<file path="src/rtl/irq_controller.sv">
// irq_controller: 24-source edge-triggered interrupt controller.
// Each source is (optionally) synchronized, rising-edge detected into a
// pending register, qualified by a mask, and the lowest eligible index is
// offered to the processor through a req/ack/eoi handshake.
//
// Handshake: int_req stays high with int_vec stable until int_ack is seen
// (one-cycle pulse); the controller is then busy until an eoi pulse.
// int_ack outside the request phase and eoi outside service are ignored.
module irq_controller #(
  parameter int SYNC_EN = 1
) (
  input  logic        clk,
  input  logic        rst,
  input  logic [23:0] irq,
  input  logic        cfg_we,
  input  logic [1:0]  cfg_addr,
  input  logic [11:0] cfg_wdata,
  output logic [11:0] cfg_rdata,
  output logic        int_req,
  output logic [4:0]  int_vec,
  input  logic        int_ack,
  input  logic        eoi,
  output logic        busy,
  output logic [1:0]  dbg_state_o
);

  localparam logic [1:0] ST_IDLE    = 2'd0;
  localparam logic [1:0] ST_REQ     = 2'd1;
  localparam logic [1:0] ST_SERVICE = 2'd2;

  logic [23:0] irq_s;
  logic [23:0] prev_q;
  logic [23:0] rise;
  logic [23:0] mask_q, mask_d;
  logic [23:0] pending_q, pending_d;
  logic [23:0] clr;
  logic [23:0] elig;
  logic [4:0]  win_idx;
  logic        win_any;
  logic [1:0]  state_q, state_d;
  logic [4:0]  int_vec_q, int_vec_d;

  // Optional two-flop synchronizer; reset to ones so sources held high
  // through reset never look like a fresh edge.
  generate
    if (SYNC_EN != 0) begin : g_sync
      logic [23:0] sync1_q;
      logic [23:0] sync2_q;

      // Two-stage metastability filter on every source.
      always_ff @(posedge clk or negedge rst) begin
        if (!rst) begin
          sync1_q <= '1;
          sync2_q <= '1;
        end else begin
          sync1_q <= irq;
          sync2_q <= sync1_q;
        end
      end

      assign irq_s = sync2_q;
    end else begin : g_nosync
      assign irq_s = irq;
    end
  endgenerate

  // Previous-cycle copy of the (synchronized) sources for edge detection.
  always_ff @(posedge clk or negedge rst) begin
    if (!rst) begin
      prev_q <= '1;
    end else begin
      prev_q <= irq_s;
    end
  end

  assign rise = irq_s & ~prev_q;

  // Write-1-to-clear vector built from pending-register writes.
  always_comb begin
    clr = '0;
    if (cfg_we) begin
      if (cfg_addr == 2'd2) clr[11:0]  = cfg_wdata;
      if (cfg_addr == 2'd3) clr[23:12] = cfg_wdata;
    end
  end

  // Mask register next-state: each write loads one half.
  always_comb begin
    mask_d = mask_q;
    if (cfg_we) begin
      if (cfg_addr == 2'd0) mask_d[11:0]  = cfg_wdata;
      if (cfg_addr == 2'd1) mask_d[23:12] = cfg_wdata;
    end
  end

  // Pending next-state: clears first, new edges win over clears, and an
  // accepted request clears its own bit regardless of a same-cycle edge.
  always_comb begin
    pending_d = (pending_q & ~clr) | rise;
    if (state_q == ST_REQ && int_ack) begin
      pending_d[int_vec_q] = 1'b0;
    end
  end

  assign elig = pending_q & mask_q;

  // Fixed priority: the lowest eligible index wins.
  always_comb begin
    win_idx = 5'd0;
    win_any = 1'b0;
    for (int i = 0; i < 24; i++) begin
      if (elig[i] && !win_any) begin
        win_idx = 5'(i);
        win_any = 1'b1;
      end
    end
  end

  // Handshake FSM next-state and vector latch.
  always_comb begin
    state_d   = state_q;
    int_vec_d = int_vec_q;
    case (state_q)
      ST_IDLE: begin
        if (win_any) begin
          int_vec_d = win_idx;
          state_d   = ST_REQ;
        end
      end
      ST_REQ: begin
        if (int_ack) state_d = ST_SERVICE;
      end
      ST_SERVICE: begin
        if (eoi) state_d = ST_IDLE;
      end
      default: begin
        state_d = ST_IDLE;
      end
    endcase
  end

  // Register update for all controller state.
  always_ff @(posedge clk or negedge rst) begin
    if (!rst) begin
      state_q   <= ST_IDLE;
      int_vec_q <= 5'd0;
      mask_q    <= '0;
      pending_q <= '0;
    end else begin
      state_q   <= state_d;
      int_vec_q <= int_vec_d;
      mask_q    <= mask_d;
      pending_q <= pending_d;
    end
  end

  // Register readback mux.
  always_comb begin
    case (cfg_addr)
      2'd0:    cfg_rdata = mask_q[11:0];
      2'd1:    cfg_rdata = mask_q[23:12];
      2'd2:    cfg_rdata = pending_q[11:0];
      default: cfg_rdata = pending_q[23:12];
    endcase
  end

  assign int_req     = (state_q == ST_REQ);
  assign busy        = (state_q == ST_SERVICE);
  assign int_vec     = int_vec_q;
  assign dbg_state_o = state_q;

endmodule

</file>
<file path="config.mk">
export PLATFORM = sky130hd
export DESIGN_NAME = irq_controller
export DESIGN_NICKNAME = d
export VERILOG_FILES = /design/src/rtl/irq_controller.sv
export SDC_FILE = /design/constraint.sdc
export NUM_CORES = 1
export LEC_CHECK = 0
export CORE_MARGIN = 1
export CORE_UTILIZATION = 58
export DETAILED_ROUTE_END_ITERATION = 8
export PLACE_DENSITY = 0.83
export SETUP_SLACK_MARGIN = 0.2
export SLEW_MARGIN = 25
export SYNTH_ARGS = -nofsm -noshare
export SYNTH_HDL_FRONTEND = slang
export SYNTH_SLANG_ARGS = --single-unit
export TNS_END_PERCENT = 50
</file>
<file path="constraint.sdc">
create_clock -name clk -period 5.43 [get_ports clk]
set_clock_uncertainty 0.2 [all_clocks]
set_input_delay 1.086 -clock clk [delete_from_list [all_inputs] [get_ports clk]]
set_output_delay 1.086 -clock clk [all_outputs]
set_load 0.03 [all_outputs]
</file>
Word level (Yosys, flattened, before mapping)
Cells that the tools add are included.

$lt $le $gt $ge: 2. Equal/unequal tests: 8. Muxes and demuxes: 58. Bitwise logic cells: 8. Reduce and logical (&&, ||, !) cells: 54.

Operators with widths (count): $mux W5 (22); $and A24 B24 Y24 (4); $not A24 Y24 (3); $mux W24 (2); $pmux W12 S3 (1); $mux W1 (26); $logic_and A1 B1 Y1 (25); $mux W12 (2); $or A24 B24 Y24 (1); $logic_not A1 Y1 (23); $eq A2 B2 Y1 const B (3); $lt A5 B6 Y1 const B (1); $mux W2 (3); $pmux W2 S3 (1); $reduce_and A2 Y1 (3); $demux W1 S5 (1); $ge A5 B1 Y1 const B (1); $eq A2 B1 Y1 const B (2); $logic_not A2 Y1 (2); $ne A2 B2 Y1 const B (2); $reduce_and A3 Y1 (1); $ne A2 B1 Y1 const B (1).

Register bits after elaboration: 127. Bits of input ports: 43. Output and inout bits: 21. Logic and storage cells: 138.

Depth between registers and ports, before layout
Depth after elaboration: 73. Gate-level depth with buffers: 6.

Worst setup path before layout
No wires, ideal clock.

Path type: input to output. From: in cfg_addr[0]. To: out cfg_rdata[11]. Data arrival time: 2304 ps. Data required time: 4144 ps. Path slack: 1840 ps. Stages: 3. Path buffers: 2. Path through: clkbuf_1 -> buf_2 -> mux4_2.

Cells in the longest elaborated chain, start to end: 2.

RTL lines: from (decl) (line 16) `input logic [1:0] cfg_addr,`; $eq A2 B2 Y1 (tied with other cells) (line 159) `case (cfg_addr)`; $pmux W12 S3 * (line 159); to (decl) (line 18) `output logic [11:0] cfg_rdata,`.

Every way passes the cells marked *; elsewhere a longest branch is shown, timed or not.

Worst setup path after layout
From: in cfg_addr[1]. To: out cfg_rdata[9].

Same word-level chain as after synthesis.

==> metrics.txt <==
outcome=completed; crit path capture=cfg_rdata[9]; final WL=11600 um; reg-to-reg endpoint=int_vec[1]; worst reg2reg path depth=5; antenna cell count=0; Cells after DPL=515; I/O Buffers=63; post-route antenna net violation count=0; largest net degree at the start of global routing=57; CP startpoint=cfg_addr[1]; Max IR drop VDD=0.000236 V; cell internal pwr=0.00201 W; vias per cell=6.05; mapped cell area=0.00493 mm2; Area Growth Syn to Fin=26.9%; Clk Latency, worst-skew pair=520 ps; die width=94.2 um; ys async rst share=1.00; share of total power in combinational logic=0.218; Final period util=0.816; Initial Utilization=0.600; Critical Path End Type=primary output; Yosys top cell area share=0.384; TritonCTS clock tree=built; CTS max path bufs=2; RSZ-0062 raised after global routing=false; clock share of power=0.359; R2R Setup Slk=3300 ps; Setup CP Type=in2out; Sequential Power Share=0.423; clock slew at reported path FFs=60 ps; Final Hold Viols=0; quantity of gates resized following cts=0; global-route wire length before repair=18700 um; flops & latches, synth=127; CTS Sinks=127; Total GRT Usage=0.299; min cycle time layout=4430 ps; gate count after technology mapping=351; CP Data Required Time=4140 ps; total power=0.00295 W; Final setup viols=0; YS warnings=0; Worst Hold Class=reg2reg; area of the core=0.00822 mm2; GP Congestion=0.874; clock root buffer master=clkbuf_8; die area=0.00887 mm2; switching pwr=0.000939 W; total number of H-tree levels=4; DRC=0; Slew Limit Fails=0; DR iter-0 viols=205; Syn Area/Cell=14.0 um2; initial antenna violation count=0; total setup buffers inserted after CTS=0; Sw Ratio=0.319; IO Count=64; Main synth FF type=dfstp_2; hold-fix buffers at CTS=0; Hold Path Depth=0; GRT overflow=0; filler cell count=516; die height=94.2 um; share of layout cells above drive strength 1=0.303; library cells used by synthesis=39; drt pass-1 iters=4; fmax=226 MHz; cts bufs inserted=17; post-DP HPWL=7660 um; number of flops mapped to enable cells by yosys=0; vias in the first global route=3577; crit path max fanout=16; Site Rows=33; leading area contributor after synthesis=dfstp_2; max-cap violations=0; reg-to-reg startpoint=pending_q[8]; # nets final=472; commonest non-fill, non-tap cell in the layout=dfstp_2; Synth area leaders=dfstp_2, dfrtp_1, mux4_2; Critical Path Source Type=input port; worst path arrival time=3150 ps; commonest cells after routing, fill and taps aside=dfstp_2, clkdlybuf4s50_1, dfrtp_1, a21oi_1, nand2_1; WL per Instance=21.2 um; syn_nets=394; DR vias=3310; final core occ=0.761; Final Non-Filler Cells=547; sequential cell area fraction in the yosys report=0.663; Worst Max-Slew Pin Slew=796 ps; pwr dens=471 mW/mm2; Worst slew margin=0.468; LEAKAGE=2.43 nW; TNS Setup=0 ps
==> cell families after synthesis <==
kind of cell	synth area share
simple gates	0.0952
mux	0.110
buf+inv	0.00990
flops	0.663
compound gates	0.122
==> layer usage <==
| layer | part of all wire | global-route usage | up-vias | routed length, um |
|---|---|---|---|---|
| li1 | - | - | 1439 | - |
| met1 | 0.39 | 0.367 | 1677 | 4530 |
| met2 | 0.51 | 0.477 | 150 | 5880 |
| met3 | 0.065 | 0.0850 | 44 | 753 |
| met4 | 0.039 | 0.163 | 0 | 458 |
| met5 | 0 | 0 | - | 0 |
==> registers in the layout, summed over array words and instances, names as in the netlist <==
register / flops
prev_q: 24
g_sync.sync1_q: 24
dbg_state_o: 2
int_vec: 5
g_sync.sync2_q: 24
mask_q: 24
pending_q: 24
==> cell type report <==
| cell class | instances | area, um2 | area share |
|---|---|---|---|
| tap | 105 | 131 | 0.0210 |
| clock buffer | 19 | 432 | 0.0690 |
| sequential | 127 | 3270 | 0.523 |
| inverter | 4 | 15.0 | 0.00240 |
| clock inverter | 13 | 129 | 0.0206 |
| multi-input combinational | 212 | 1620 | 0.259 |
| timing repair buffer | 67 | 658 | 0.105 |
==> critical path, cell delays in order <==
cell and delay (ps):
clkdlybuf4s50_1 990, mux4_2 450, clkdlybuf4s50_1 620
==> through the flow <==
| step | instance area, um2 | hold slack [ps] | setup slack, ps |
|---|---|---|---|
| after floorplan | 4930 | 145 | 1840 |
| after global placement | 5680 | 145 | 1030 |
| after detailed placement | 5680 | 147 | 1040 |
| after CTS | 6240 | 156 | 1010 |
| after global routing | 6250 | 157 | 980 |
| final | 6250 | 155 | 998 |
==> worst min-delay path by stage <==
stage	startpoint	end	slack [ps]
after floorplan	g_sync.sync1_q[0]	g_sync.sync2_q[0]	150
final	g_sync.sync1_q[15]	g_sync.sync2_q[15]	160
after global routing	g_sync.sync1_q[15]	g_sync.sync2_q[15]	160
after detailed placement	g_sync.sync1_q[15]	g_sync.sync2_q[15]	150
after CTS	g_sync.sync1_q[15]	g_sync.sync2_q[15]	160
after global placement	g_sync.sync1_q[5]	g_sync.sync2_q[5]	150
==> cell usage after synthesis (all sizes together), types with 2 or more instances <==
| master | number |
|---|---|
| clkbuf | 5 |
| a22oi | 12 |
| nand4 | 2 |
| dfrtp | 55 |
| a32o | 2 |
| a22o | 4 |
| nand2 | 37 |
| inv | 4 |
| a211oi | 2 |
| and2 | 2 |
| buf | 3 |
| nand2b | 2 |
| and3 | 2 |
| nor2b | 25 |
| a21oi | 49 |
| nor2 | 5 |
| mux4 | 12 |
| nor3b | 6 |
| nor3 | 5 |
| o21ai | 6 |
| dfstp | 72 |
| mux2 | 24 |
| a2bb2oi | 2 |
| a32oi | 4 |
==> power groups by stage <==
stage | sequential [W] | clock [W] | combinational, W
after global routing | 0.00126 | 0.00112 | 0.000687
after global placement | 0.00124 | 0 | 0.000618
after detailed placement | 0.00125 | 0 | 0.000631
final | 0.00125 | 0.00106 | 0.000642
after CTS | 0.00124 | 0.00108 | 0.000642
after floorplan | 0.00125 | 0 | 0.000357
(Power assumes the default switching activity.)
